File: src/rtl/atm_timer_pkg.sv
// Shared types and defaults for the ATM timer bank.
// Latency: n/a (types and constants only).
// Backpressure: n/a.
package atm_timer_pkg;

  localparam int unsigned DEF_NUM_CH = 4;
  localparam int unsigned DEF_CNT_W  = 32;
  localparam int unsigned DEF_PRE_W  = 8;

  typedef enum logic [1:0] {
    T_IDLE    = 2'd0,
    T_RUN     = 2'd1,
    T_EXPIRED = 2'd2
  } timer_state_t;

endpackage

File: src/rtl/timer_channel.sv
// One timeout channel: counts shared ticks up to a threshold; one-shot or periodic.
// Latency: expire_pulse_o/time_out_o register on the edge that sees tick with count >= threshold.
// Backpressure: none; the channel free-runs on tick and never stalls.
// Ports: clk_i/rst_i (async active-high); tick_i shared prescaler tick; enable_i, restart_i,
//        periodic_i, threshold_i, clear_i control; time_out_o sticky flag, time_out_nxt_o its
//        next state (for the bank-level OR), expire_pulse_o one-cycle expiry pulse.
module timer_channel
  import atm_timer_pkg::*;
#(
  parameter int unsigned CNT_W = DEF_CNT_W
) (
  input  logic             clk_i,
  input  logic             rst_i,
  input  logic             tick_i,
  input  logic             enable_i,
  input  logic             restart_i,
  input  logic             periodic_i,
  input  logic [CNT_W-1:0] threshold_i,
  input  logic             clear_i,
  output logic             time_out_o,
  output logic             time_out_nxt_o,
  output logic             expire_pulse_o
);

  localparam logic [CNT_W-1:0] CNT_ONE = {{(CNT_W-1){1'b0}}, 1'b1};

  timer_state_t     state_q, state_d;
  logic [CNT_W-1:0] cnt_q, cnt_d;
  logic             time_out_q, time_out_d;
  logic             pulse_q, pulse_d;
  logic             expire;

  always_comb begin
    state_d = state_q;
    cnt_d   = cnt_q;
    expire  = 1'b0;
    unique case (state_q)
      T_IDLE: begin
        cnt_d = '0;
        if (enable_i) state_d = T_RUN;
      end
      T_RUN: begin
        if (!enable_i) begin
          state_d = T_IDLE;
          cnt_d   = '0;
        end else if (restart_i) begin
          // Restart outranks a coincident expiry.
          cnt_d = '0;
        end else if (tick_i) begin
          // >= so a threshold lowered below the count fires on the next tick; the
          // counter stops at threshold, so it cannot wrap.
          if (cnt_q >= threshold_i) begin
            expire = 1'b1;
            if (periodic_i) cnt_d = '0;
            else            state_d = T_EXPIRED;
          end else begin
            cnt_d = cnt_q + CNT_ONE;
          end
        end
      end
      T_EXPIRED: begin
        if (!enable_i) begin
          state_d = T_IDLE;
          cnt_d   = '0;
        end else if (restart_i) begin
          state_d = T_RUN;
          cnt_d   = '0;
        end
      end
      default: begin
        state_d = T_IDLE;
        cnt_d   = '0;
      end
    endcase
    // Set wins over clear when both land in the same cycle.
    time_out_d = expire | (time_out_q & ~clear_i);
    pulse_d    = expire;
  end

  always_ff @(posedge clk_i or posedge rst_i) begin
    if (rst_i) begin
      state_q    <= T_IDLE;
      cnt_q      <= '0;
      time_out_q <= 1'b0;
      pulse_q    <= 1'b0;
    end else begin
      state_q    <= state_d;
      cnt_q      <= cnt_d;
      time_out_q <= time_out_d;
      pulse_q    <= pulse_d;
    end
  end

  assign time_out_o     = time_out_q;
  assign time_out_nxt_o = time_out_d;
  assign expire_pulse_o = pulse_q;

endmodule

File: src/rtl/atm_timer_bank.sv
// Bank of NUM_CH timeout channels sharing one prescaler tick (every prescale+1 cycles).
// Latency: with prescale=0 and threshold T, expiry registers T+1 edges after enable is sampled.
// Backpressure: none; all outputs are level/pulse status, no handshake.
// Ports: clk, rst (async active-high); prescale tick divider; enable/restart/periodic/clear
//        per-channel controls; threshold packed per channel ([i*CNT_W +: CNT_W]);
//        time_out sticky flags, expire_pulse one-cycle pulses, any_time_out registered OR.
module atm_timer_bank
  import atm_timer_pkg::*;
#(
  parameter int unsigned NUM_CH = DEF_NUM_CH,
  parameter int unsigned CNT_W  = DEF_CNT_W,
  parameter int unsigned PRE_W  = DEF_PRE_W
) (
  input  logic                    clk,
  input  logic                    rst,
  input  logic [PRE_W-1:0]        prescale,
  input  logic [NUM_CH-1:0]       enable,
  input  logic [NUM_CH-1:0]       restart,
  input  logic [NUM_CH-1:0]       periodic,
  input  logic [NUM_CH*CNT_W-1:0] threshold,
  input  logic [NUM_CH-1:0]       clear,
  output logic [NUM_CH-1:0]       time_out,
  output logic [NUM_CH-1:0]       expire_pulse,
  output logic                    any_time_out
);

  localparam logic [PRE_W-1:0] PRE_ONE = {{(PRE_W-1){1'b0}}, 1'b1};

  logic [PRE_W-1:0]  pre_cnt_q, pre_cnt_d;
  logic              tick;
  logic              any_en;
  logic              any_time_out_q, any_time_out_d;
  logic [NUM_CH-1:0] time_out_nxt;

  // Prescaler idles at 0 when no channel runs. >= (not ==) means lowering
  // prescale below the current count ticks immediately instead of wrapping.
  always_comb begin
    any_en    = |enable;
    tick      = any_en && (pre_cnt_q >= prescale);
    pre_cnt_d = (!any_en || tick) ? '0 : pre_cnt_q + PRE_ONE;
  end

  // OR of next-state flags so any_time_out moves on the same edge as time_out.
  assign any_time_out_d = |time_out_nxt;

  always_ff @(posedge clk or posedge rst) begin
    if (rst) begin
      pre_cnt_q      <= '0;
      any_time_out_q <= 1'b0;
    end else begin
      pre_cnt_q      <= pre_cnt_d;
      any_time_out_q <= any_time_out_d;
    end
  end

  assign any_time_out = any_time_out_q;

  for (genvar i = 0; i < NUM_CH; i++) begin : gen_ch
    timer_channel #(
      .CNT_W (CNT_W)
    ) u_ch (
      .clk_i          (clk),
      .rst_i          (rst),
      .tick_i         (tick),
      .enable_i       (enable[i]),
      .restart_i      (restart[i]),
      .periodic_i     (periodic[i]),
      .threshold_i    (threshold[i*CNT_W +: CNT_W]),
      .clear_i        (clear[i]),
      .time_out_o     (time_out[i]),
      .time_out_nxt_o (time_out_nxt[i]),
      .expire_pulse_o (expire_pulse[i])
    );
  end

endmodule

File: config.mk
export PLATFORM = sky130hd
export DESIGN_NAME = atm_timer_bank
export DESIGN_NICKNAME = d
export VERILOG_FILES = /design/src/rtl/atm_timer_pkg.sv /design/src/rtl/timer_channel.sv /design/src/rtl/atm_timer_bank.sv
export SDC_FILE = /design/constraint.sdc
export NUM_CORES = 1
export LEC_CHECK = 0
export ABC_AREA = 0
export CAP_MARGIN = 25
export CORE_ASPECT_RATIO = 1.4
export CORE_MARGIN = 2
export CORE_UTILIZATION = 55
export CTS_CLUSTER_SIZE = 40
export DETAILED_ROUTE_END_ITERATION = 7
export DONT_BUFFER_PORTS = 1
export PLACE_DENSITY = 0.7
export SLEW_MARGIN = 20
export SYNTH_ARGS = -nofsm -noshare
export SYNTH_HDL_FRONTEND = slang
export SYNTH_SLANG_ARGS = --single-unit
export TNS_END_PERCENT = 10
File: constraint.sdc
create_clock -name clk -period 13.06 [get_ports clk]
set_clock_uncertainty 0.15 [all_clocks]
set_input_delay 3.265 -clock clk [delete_from_list [all_inputs] [get_ports clk]]
set_output_delay 3.265 -clock clk [all_outputs]
set_load 0.01 [all_outputs]
# Word-level counts from Yosys, hierarchy flattened
# Index checks and enable logic that the tools add are counted.
totals:
  inputBits: 154
  reg_bits: 153
classes:
  eq_ne: 40
  n_addsub: 5
  bitwise: 12
  reduce_logical: 17
  muxes: 89
  magnitude_cmp: 5
ops:
  columns: ["op", "n"]
  rows:
  - ["$mux W32", 28]
  - ["$pmux W32 S2", 4]
  - ["$add A32 B1 Y32 const B", 4]
  - ["$ge A32 B32 Y1", 4]
  - ["$mux W2", 32]
  - ["$ne A3 B3 Y1 const B", 15]
  - ["$pmux W2 S3", 4]
  - ["$reduce_and A6 Y1", 4]
  - ["$mux W1", 20]
  - ["$ne A5 B5 Y1 const B", 4]
  - ["$ne A3 B2 Y1 const B", 5]
  - ["$ne A4 B4 Y1 const B", 3]
  - ["$reduce_and A3 Y1", 4]
  - ["$add A8 B1 Y8 const B", 1]
  - ["$eq A2 B1 Y1 const B", 4]
  - ["$eq A2 B2 Y1 const B", 4]
  - ["$ge A8 B8 Y1", 1]
  - ["$logic_not A2 Y1", 4]
  - ["$mux W8", 1]
  - ["$ne A2 B2 Y1 const B", 4]
  - ["$reduce_or A4 Y1", 2]
  - ["$and A1 B1 Y1", 4]
  - ["$ne A4 B3 Y1 const B", 1]
  - ["$not A1 Y1", 4]
  - ["4 further kinds", 7]

# Depth between registers and ports, before layout
# Gate-level depths: netlist (run 1).
depth:
  depth_word: 8
  mapped_depth: 12
  ltp_nobuf: 9

# Cells and area by module
# A second synthesis (run 1) with hierarchy kept.
unflattened:
  hier_cells: 1431
  area_unflattened_um2: 11949.0
modules_own_cells:
  columns: ["module", "seq_area_each_um2", "n_inst", "cells_each", "area_per_inst_um2"]
  rows:
  - ["timer_channel (gen_ch[0].u_ch ...)", 900.9, 2, 339, 2790.2]
  - ["timer_channel (gen_ch[3].u_ch)", 900.9, 1, 355, 2957.8]
  - ["timer_channel (gen_ch[1].u_ch)", 900.9, 1, 337, 2810.2]
  - ["atm_timer_bank", 225.2, 1, 61, 600.6]

# Worst setup path after synthesis (run 1)
# OpenSTA, ideal clock, no wires.
synth_path:
  path_kind: "in2reg"
  start: "in threshold[10]"
  end: "reg gen_ch[0].u_ch.cnt_q[30]"
  t_arrival_ps: 5610
  path_slack_ps: 7213
  stages: 9
  n_path_buf: 0
  path_cell_list: "inv_1 ha_1 and4_4 nor2b_4 a211o_1 o311a_4 or4_4 or4_1 o211ai_1"
synth_via:
  elab_chain_cells: 6
  word_cells_on_any_way: 8
  classes_between: "order compare: 1; eq/ne: 1; mux: 5; reduce/logical: 1"
synth_lines:
  columns: ["element", "line", "source"]
  rows:
  - ["start, declared", "atm_timer_bank.sv:20", "input logic [NUM_CH*CNT_W-1:0] threshold,"]
  - ["$ge A32 B32 Y1 (*)", "timer_channel.sv:52", "if (cnt_q >= threshold_i) begin"]
  - ["$mux W32", "timer_channel.sv:52", null]
  - ["$mux W32", "timer_channel.sv:49", "end else if (tick_i) begin"]
  - ["$mux W32", "timer_channel.sv:46", "end else if (restart_i) begin"]
  - ["$mux W32", "timer_channel.sv:43", "if (!enable_i) begin"]
  - ["$pmux W32 S2", "timer_channel.sv:37", "unique case (state_q)"]
  - ["end signal, assigned", "timer_channel.sv:88", "cnt_q <= cnt_d;"]
  - ["end, declared", "timer_channel.sv:28", "logic [CNT_W-1:0] cnt_q, cnt_d;"]
# Mark *: on every way between the ends. The rest lies on a longest branch, timed or not. The select of a mux whose other input is x is not followed.
# A chain may end at the register's enable or synchronous reset.

# Final worst setup path (run 1)
layout_path:
  start: "in threshold[32]"
  end: "reg gen_ch[1].u_ch.cnt_q[16]"
layout_via:
  elab_chain_cells: 6
  word_cells_on_any_way: 8
  classes_between: "order compare: 1; eq/ne: 1; mux: 5; reduce/logical: 1"
layout_lines:
  columns: ["element", "line"]
  rows:
  - ["$ge A32 B32 Y1 (*)", "timer_channel.sv:52"]
  - ["$mux W32", "timer_channel.sv:52"]
  - ["$mux W32", "timer_channel.sv:49"]
  - ["$mux W32", "timer_channel.sv:46"]
  - ["$mux W32", "timer_channel.sv:43"]
  - ["$pmux W32 S2", "timer_channel.sv:37"]
  - ["end signal, assigned", "timer_channel.sv:88"]
  - ["end, declared", "timer_channel.sv:28"]
# Marked as above.

==> results of run 1 <==
==> cell type report <==
class	count	area [um2]
clock inverters	12	152.6
inverters	190	718.2
well taps	297	371.6
clock buffers	18	429.2
multi-input cells	1083	7356
flip-flops and latches	153	3829
fillers	1982	8815
repair buffers	12	110.1
==> cells in the final DEF, fill, tap and decap left out, drive strengths merged, types with 16 or more instances in the layout <==
cell and count:
a21o 17, a21oi 71, a221o 20, a22o 16, and2 24, and3 45
clkbuf 18, dfrtp 153, ha 141, inv 191, nand2 137, nand3 99
nand4 48, nor2 95, nor3 33, o211ai 33, o21ai 83, or3 19
==> flip-flops by register name, indices dropped and copies added, names as in the netlist <==
| signal | count |
|---|---|
| gen_ch.u_ch.expire_pulse_o | 4 |
| gen_ch.u_ch.time_out_o | 4 |
| gen_ch.u_ch.cnt_q | 128 |
| pre_cnt_q | 8 |
| gen_ch.u_ch.state_q | 8 |
| any_time_out | 1 |
==> metrics by stage <==
step,setup slack [ns],cell area [um2]
final,7.093,12970
after global routing,6.824,12970
after CTS,7.091,12930
after detailed placement,6.649,12350
after global placement,6.716,12350
after floorplan,5.524,12120
==> worst max-delay path, delay by kind of cell <==
family                     cells  cell delay [ns]
buffers and inverters          1             0.48
muxes                          1             0.17
adders and majority gates      1             0.26
and+or+nand+nor                3             0.91
AOI/OAI and AO/OA              3             1.06
==> report_power, final <==
part / internal [W] / total [W] / switching, W
Sequential: 0.000483 / 0.000496 / 0.0000126
Clock: 0.000298 / 0.000501 / 0.000204
Combinational: 0.0000441 / 0.000120 / 0.0000755
==> worst max-delay path by stage <==
stage,startpoint,to,slack (ns),cells after the start
finish,threshold[32],gen_ch[1].u_ch.cnt_q[16]$_DFFE_PP0P_,7.09,9
detailed placement,threshold[32],gen_ch[1].u_ch.cnt_q[16]$_DFFE_PP0P_,6.65,9
global route,threshold[32],gen_ch[1].u_ch.cnt_q[20]$_DFFE_PP0P_,6.82,9
floorplan,rst,any_time_out$_DFF_PP0_,5.52,1
global placement,prescale[0],gen_ch[2].u_ch.cnt_q[0]$_DFFE_PP0P_,6.72,9
CTS,threshold[32],gen_ch[1].u_ch.cnt_q[16]$_DFFE_PP0P_,7.09,9
==> logic make-up (layout without fill, tap and decap cells) <==
group           count (synthesis)  after routing  synth area share, %
simple gates                  574            574                24.34
compound gates                339            339                19.20
mux                            17             17                1.424
flops                         153            153                31.58
buf+inv                       239            232                8.040
fa+ha+maj                     141            141                14.55
xor+xnor                       12             12               0.8670
==> routing by layer <==
metal	wire length (um)	vias to the layer above	GRT usage, %
li1	-	5326	-
met1	12740	5177	32.48
met2	14910	231	43.75
met3	1382	36	5.357
met4	496	0	7.054
met5	0	-	0
==> flow_summary.json, run 1 <==
{
  "status": "finished, final reports clean",
  "yosysWarnings": 0,
  "post-cts-setup-buffers": 0,
  "start_util_pct": 55.66,
  "timing.rr.start": "gen_ch[1].u_ch.cnt_q[0]$_DFFE_PP0P_",
  "synthTopCellsByArea": "dfrtp_1, ha_1, inv_1",
  "holdPathStages": 1,
  "r2r_cells": 10,
  "n_antenna_cell": 0,
  "fin_crit_ns": 5.967,
  "slew_violations": 0,
  "crit_slowest_cell": "nor4_4",
  "drt_iter0_drc": 696,
  "cts_buffer_depth": 2,
  "grt_max_degree": 104,
  "drive_above_1_share_pct": 4.496,
  "synth_area_per_cell_um2": 8.219,
  "instances_no_fill": 1765,
  "ctsResizeCount": 0,
  "pin_count": 163,
  "crit_arrival_ns": 6.17,
  "track_usage_pct": 25.55,
  "ir_drop_mv": 0.09165,
  "synth_edf_count": 0,
  "gp_congestion": 0.8670,
  "setup_viol": 0,
  "syn2layout_area_growth_pct": 6.956,
  "final_hold_viol_count": 0,
  "hp-class": "reg2reg",
  "leakagePower_nw": 6.358,
  "synthArstFlopShare_pct": 100.0,
  "clock_sinks": 153,
  "r2r_end": "gen_ch[1].u_ch.cnt_q[16]$_DFFE_PP0P_",
  "syn_area_um2": 12120,
  "drc": 0,
  "overflow": 0,
  "cp.required_ns": 13.26,
  "cts.clk_slew.worst_paths_ns": 0.06,
  "final.setup.tns_ns": 0,
  "synth_common_cells": "inv_1, dfrtp_1, ha_1",
  "r2r_slack_ns": 9.46,
  "dieHeight_um": 179.7,
  "cp-end-kind": "flop",
  "antenna_found_initial": 0,
  "routed_wl_mm": 29.53,
  "synth_seq_cells": 153,
  "crit_fanout": 41,
  "timing.max_cap.violations": 0,
  "antenna_left": 0,
  "vias": 10770,
  "ctsHtreeMaxLevel": 4,
  "via_per_inst": 6.102,
  "std_cell_rows": 64,
  "dr.pass1.iters": 5,
  "power_w": 0.001117,
  "rsz0062_at_grt": "no",
  "dpl.hpwl_mm": 21.84,
  "crit_type": "in2reg",
  "synth_largest_area_cell": "dfrtp_1",
  "syn_inst": 1475,
  "yosysUniqueCellTypes": 78,
  "die_w_um": 129.5,
  "port_buffers": 0,
  "grt_pass1_vias": 10139,
  "synth_nets": 1770,
  "die_area_um2": 23260,
  "crit_chain": "ha_1, nand2b_1, a2111o_1, a211oi_1, a21oi_1, nor4_4, buf_4, nand4_1, mux2i_1",
  "cts_tree": "built",
  "dp.cells": 1734,
  "hp-start": "gen_ch[1].u_ch.state_q[0]$_DFFE_PP0P_",
  "clk_latency_ns": 0.44,
  "hold_buffers": 0,
  "cpPeakStageDelay_ns": 0.64,
  "nets": 1752,
  "cp-start-kind": "input port",
  "seq_area_frac_synth_pct": 31.58,
  "utilization_pct": 59.53,
  "hold_end": "gen_ch[1].u_ch.state_q[0]$_DFFE_PP0P_",
  "power_density_nw_per_um2": 86.14,
  "synth-main-ff-cell": "dfrtp_1",
  "synth_most_common_cell": "inv_1",
  "root_buffer": "clkbuf_16",
  "synth.top_cell.area_share_pct": 31.58,
  "wire_per_inst_um": 16.73,
  "hold_ws_ns": 0.3432,
  "fmax_ghz": 0.1676,
  "cts_buffers": 17,
  "coreArea_um2": 21780,
  "worst_pin_slew_ns": 1.012,
  "maxSlewHeadroom_pct": 32.23,
  "grt_pass1_wl_mm": 48.59,
  "min_period_over_period_pct": 45.69
}
No activity file was read; power rests on OpenSTA's default activity.
==> inputs of run 2 (changes only) <==
PLACE_DENSITY = 0.73   (was 0.7)
clock period = 5.27 ns   (was 13.06 ns; I/O delays follow)
==> run 2 against run 1 <==
Against the previous run: sequential cell count stayed put; total power grew to 2.6 times the previous value; final cell count is 0.28% higher; sequential share of layout area is 0.21 points lower; via count is 1.1% higher; count of clock-buffer cells in the layout stayed put; clock power grew to 2.8 times the previous value; largest power group unchanged; register-to-register slack worse by 7.6 ns; non-clock buffer count is 4 higher; cell area is 0.73% higher; routed wire length is 1.2% higher.
==> flow_summary.json, run 2 (synthesis results as in run 1) <==
{
  "fmax_ghz": 0.2578,
  "slew_violations": 0,
  "dieHeight_um": 179.7,
  "ctsResizeCount": 0,
  "hold_buffers": 0,
  "crit_type": "in2reg",
  "post-cts-setup-buffers": 0,
  "n_antenna_cell": 0,
  "dp.cells": 1738,
  "mostFrequentLayoutCell": "inv_1",
  "setup_viol": 0,
  "final.setup.tns_ns": 0,
  "gp_congestion": 0.8414,
  "timing.max_cap.violations": 0,
  "instances_no_fill": 1770,
  "drt_iter0_drc": 633,
  "utilization_pct": 59.97,
  "cpPeakStageDelay_ns": 0.65,
  "layout_common_cells": "inv_1, dfrtp_1, ha_1, nand2_1, nand3_1",
  "clk_latency_ns": 0.44,
  "wire_per_inst_um": 16.89,
  "nets": 1756,
  "crit_chain": "ha_1, nand2b_1, a2111o_1, a211oi_1, a21oi_1, nor4_4, buf_12, and3_1, a221o_1",
  "crit_fanout": 44,
  "cts_buffers": 17,
  "status": "finished, final reports clean",
  "fin_crit_ns": 3.878,
  "largest_register_ffs": 128,
  "rsz0062_at_grt": "no",
  "r2r_cells": 10,
  "via_per_inst": 6.151,
  "pin_count": 163,
  "clock_sinks": 153,
  "final_hold_viol_count": 0,
  "hold_ws_ns": 0.3489,
  "crit_slowest_cell": "nor4_4",
  "coreArea_um2": 21780,
  "grt_max_degree": 125,
  "hp-class": "reg2reg",
  "grt_pass1_vias": 10355,
  "cts_buffer_depth": 2,
  "r2r_end": "gen_ch[1].u_ch.cnt_q[15]$_DFFE_PP0P_",
  "maxSlewHeadroom_pct": 29.46,
  "root_buffer": "clkbuf_16",
  "r2r_slack_ns": 1.82,
  "antenna_found_initial": 0,
  "cp-endpoint": "gen_ch[1].u_ch.cnt_q[15]$_DFFE_PP0P_",
  "cts.clk_slew.worst_paths_ns": 0.06,
  "ir_drop_mv": 0.2258,
  "worst_pin_slew_ns": 1.054,
  "drive_above_1_share_pct": 4.820,
  "cts_tree": "built",
  "track_usage_pct": 25.85,
  "crit_arrival_ns": 4.10,
  "dr.pass1.iters": 5,
  "top_register": "gen_ch.u_ch.cnt_q",
  "timing.rr.start": "gen_ch[1].u_ch.cnt_q[0]$_DFFE_PP0P_",
  "die_area_um2": 23260,
  "top_regs": "gen_ch.u_ch.cnt_q x128, gen_ch.u_ch.state_q x8, pre_cnt_q x8",
  "leakagePower_nw": 6.420,
  "cp-end-kind": "flop",
  "min_period_over_period_pct": 73.59,
  "syn2layout_area_growth_pct": 7.741,
  "std_cell_rows": 64,
  "power_w": 0.002916,
  "startpoint": "threshold[32]",
  "dpl.hpwl_mm": 22.21,
  "ctsHtreeMaxLevel": 4,
  "routed_wl_mm": 29.89,
  "antenna_left": 0,
  "vias": 10887,
  "die_w_um": 129.5,
  "port_buffers": 0,
  "grt_pass1_wl_mm": 49.02,
  "drc": 0,
  "cp-start-kind": "input port",
  "power_density_nw_per_um2": 223.2,
  "overflow": 0,
  "cp.required_ns": 5.50,
  "num-fill-cells": 1943,
  "start_util_pct": 55.66
}
run 2: changes by cell type in the layout (fill, tap and decap cells not counted), moves of 2 or more:
cell / previous run / this run
bufinv_16: 3 / 5
buf_12: 0 / 2
clkinvlp_4: 4 / 2
clkinv_4: 1 / 6
clkinv_2: 3 / 0
buf_4: 11 / 13
run 2: critical path, delay by kind of cell:
| family | cells | cell delay [ns] |
|---|---|---|
| adder cells (fa/ha/maj) | 1 | 0.26 |
| buffers and inverters | 1 | 0.29 |
| AO/OA/AOI/OAI | 4 | 1.23 |
| AND/OR/NAND/NOR | 3 | 0.98 |
run 2: per-stage QoR:
step | worst slack [ns] | instance area [um2]
CTS | 1.431 | 13060
detailed placement | 0.9769 | 12400
global placement | 1.006 | 12400
finish | 1.392 | 13060
floorplan | 1.371 | 12130
global route | 1.198 | 13060
run 2: worst min-delay path by stage:
stage                     cells after the start                                  start  slack, ns                                     to
final                                         1  gen_ch[1].u_ch.state_q[0]$_DFFE_PP0P_       0.35  gen_ch[1].u_ch.state_q[0]$_DFFE_PP0P_
after detailed placement                      1  gen_ch[1].u_ch.state_q[0]$_DFFE_PP0P_       0.34  gen_ch[1].u_ch.state_q[0]$_DFFE_PP0P_
after global placement                        1  gen_ch[1].u_ch.state_q[0]$_DFFE_PP0P_       0.33  gen_ch[1].u_ch.state_q[0]$_DFFE_PP0P_
after floorplan                               1  gen_ch[1].u_ch.state_q[0]$_DFFE_PP0P_       0.31  gen_ch[1].u_ch.state_q[0]$_DFFE_PP0P_
after CTS                                     1  gen_ch[1].u_ch.state_q[0]$_DFFE_PP0P_       0.35  gen_ch[1].u_ch.state_q[0]$_DFFE_PP0P_
after global routing                          1  gen_ch[1].u_ch.state_q[0]$_DFFE_PP0P_       0.38  gen_ch[1].u_ch.state_q[0]$_DFFE_PP0P_
run 2: cell type report:
| class | instances | area (um2) | area share [%] |
|---|---|---|---|
| inverters | 190 | 716.9 | 5.489 |
| flip-flops and latches | 153 | 3829 | 29.31 |
| well taps | 297 | 371.6 | 2.845 |
| multi-input cells | 1083 | 7343 | 56.22 |
| repair buffers | 16 | 142.6 | 1.092 |
| clock buffers | 18 | 439.2 | 3.362 |
| clock inverters | 13 | 219.0 | 1.676 |
run 2: metal layers:
| metal | routed length (um) | global-route usage, % |
|---|---|---|
| met4 | 676 | 8.387 |
| met3 | 1667 | 5.863 |
| met1 | 12610 | 31.24 |
| met2 | 14940 | 45.14 |
| met5 | 0 | 0 |
run 2: power breakdown:
| part | internal (W) | leakage [nW] | switching (W) |
|---|---|---|---|
| registers | 0.00120 | 2.12 | 0.0000297 |
| clock network | 0.000856 | 0.317 | 0.000527 |
| logic | 0.000111 | 3.98 | 0.000194 |
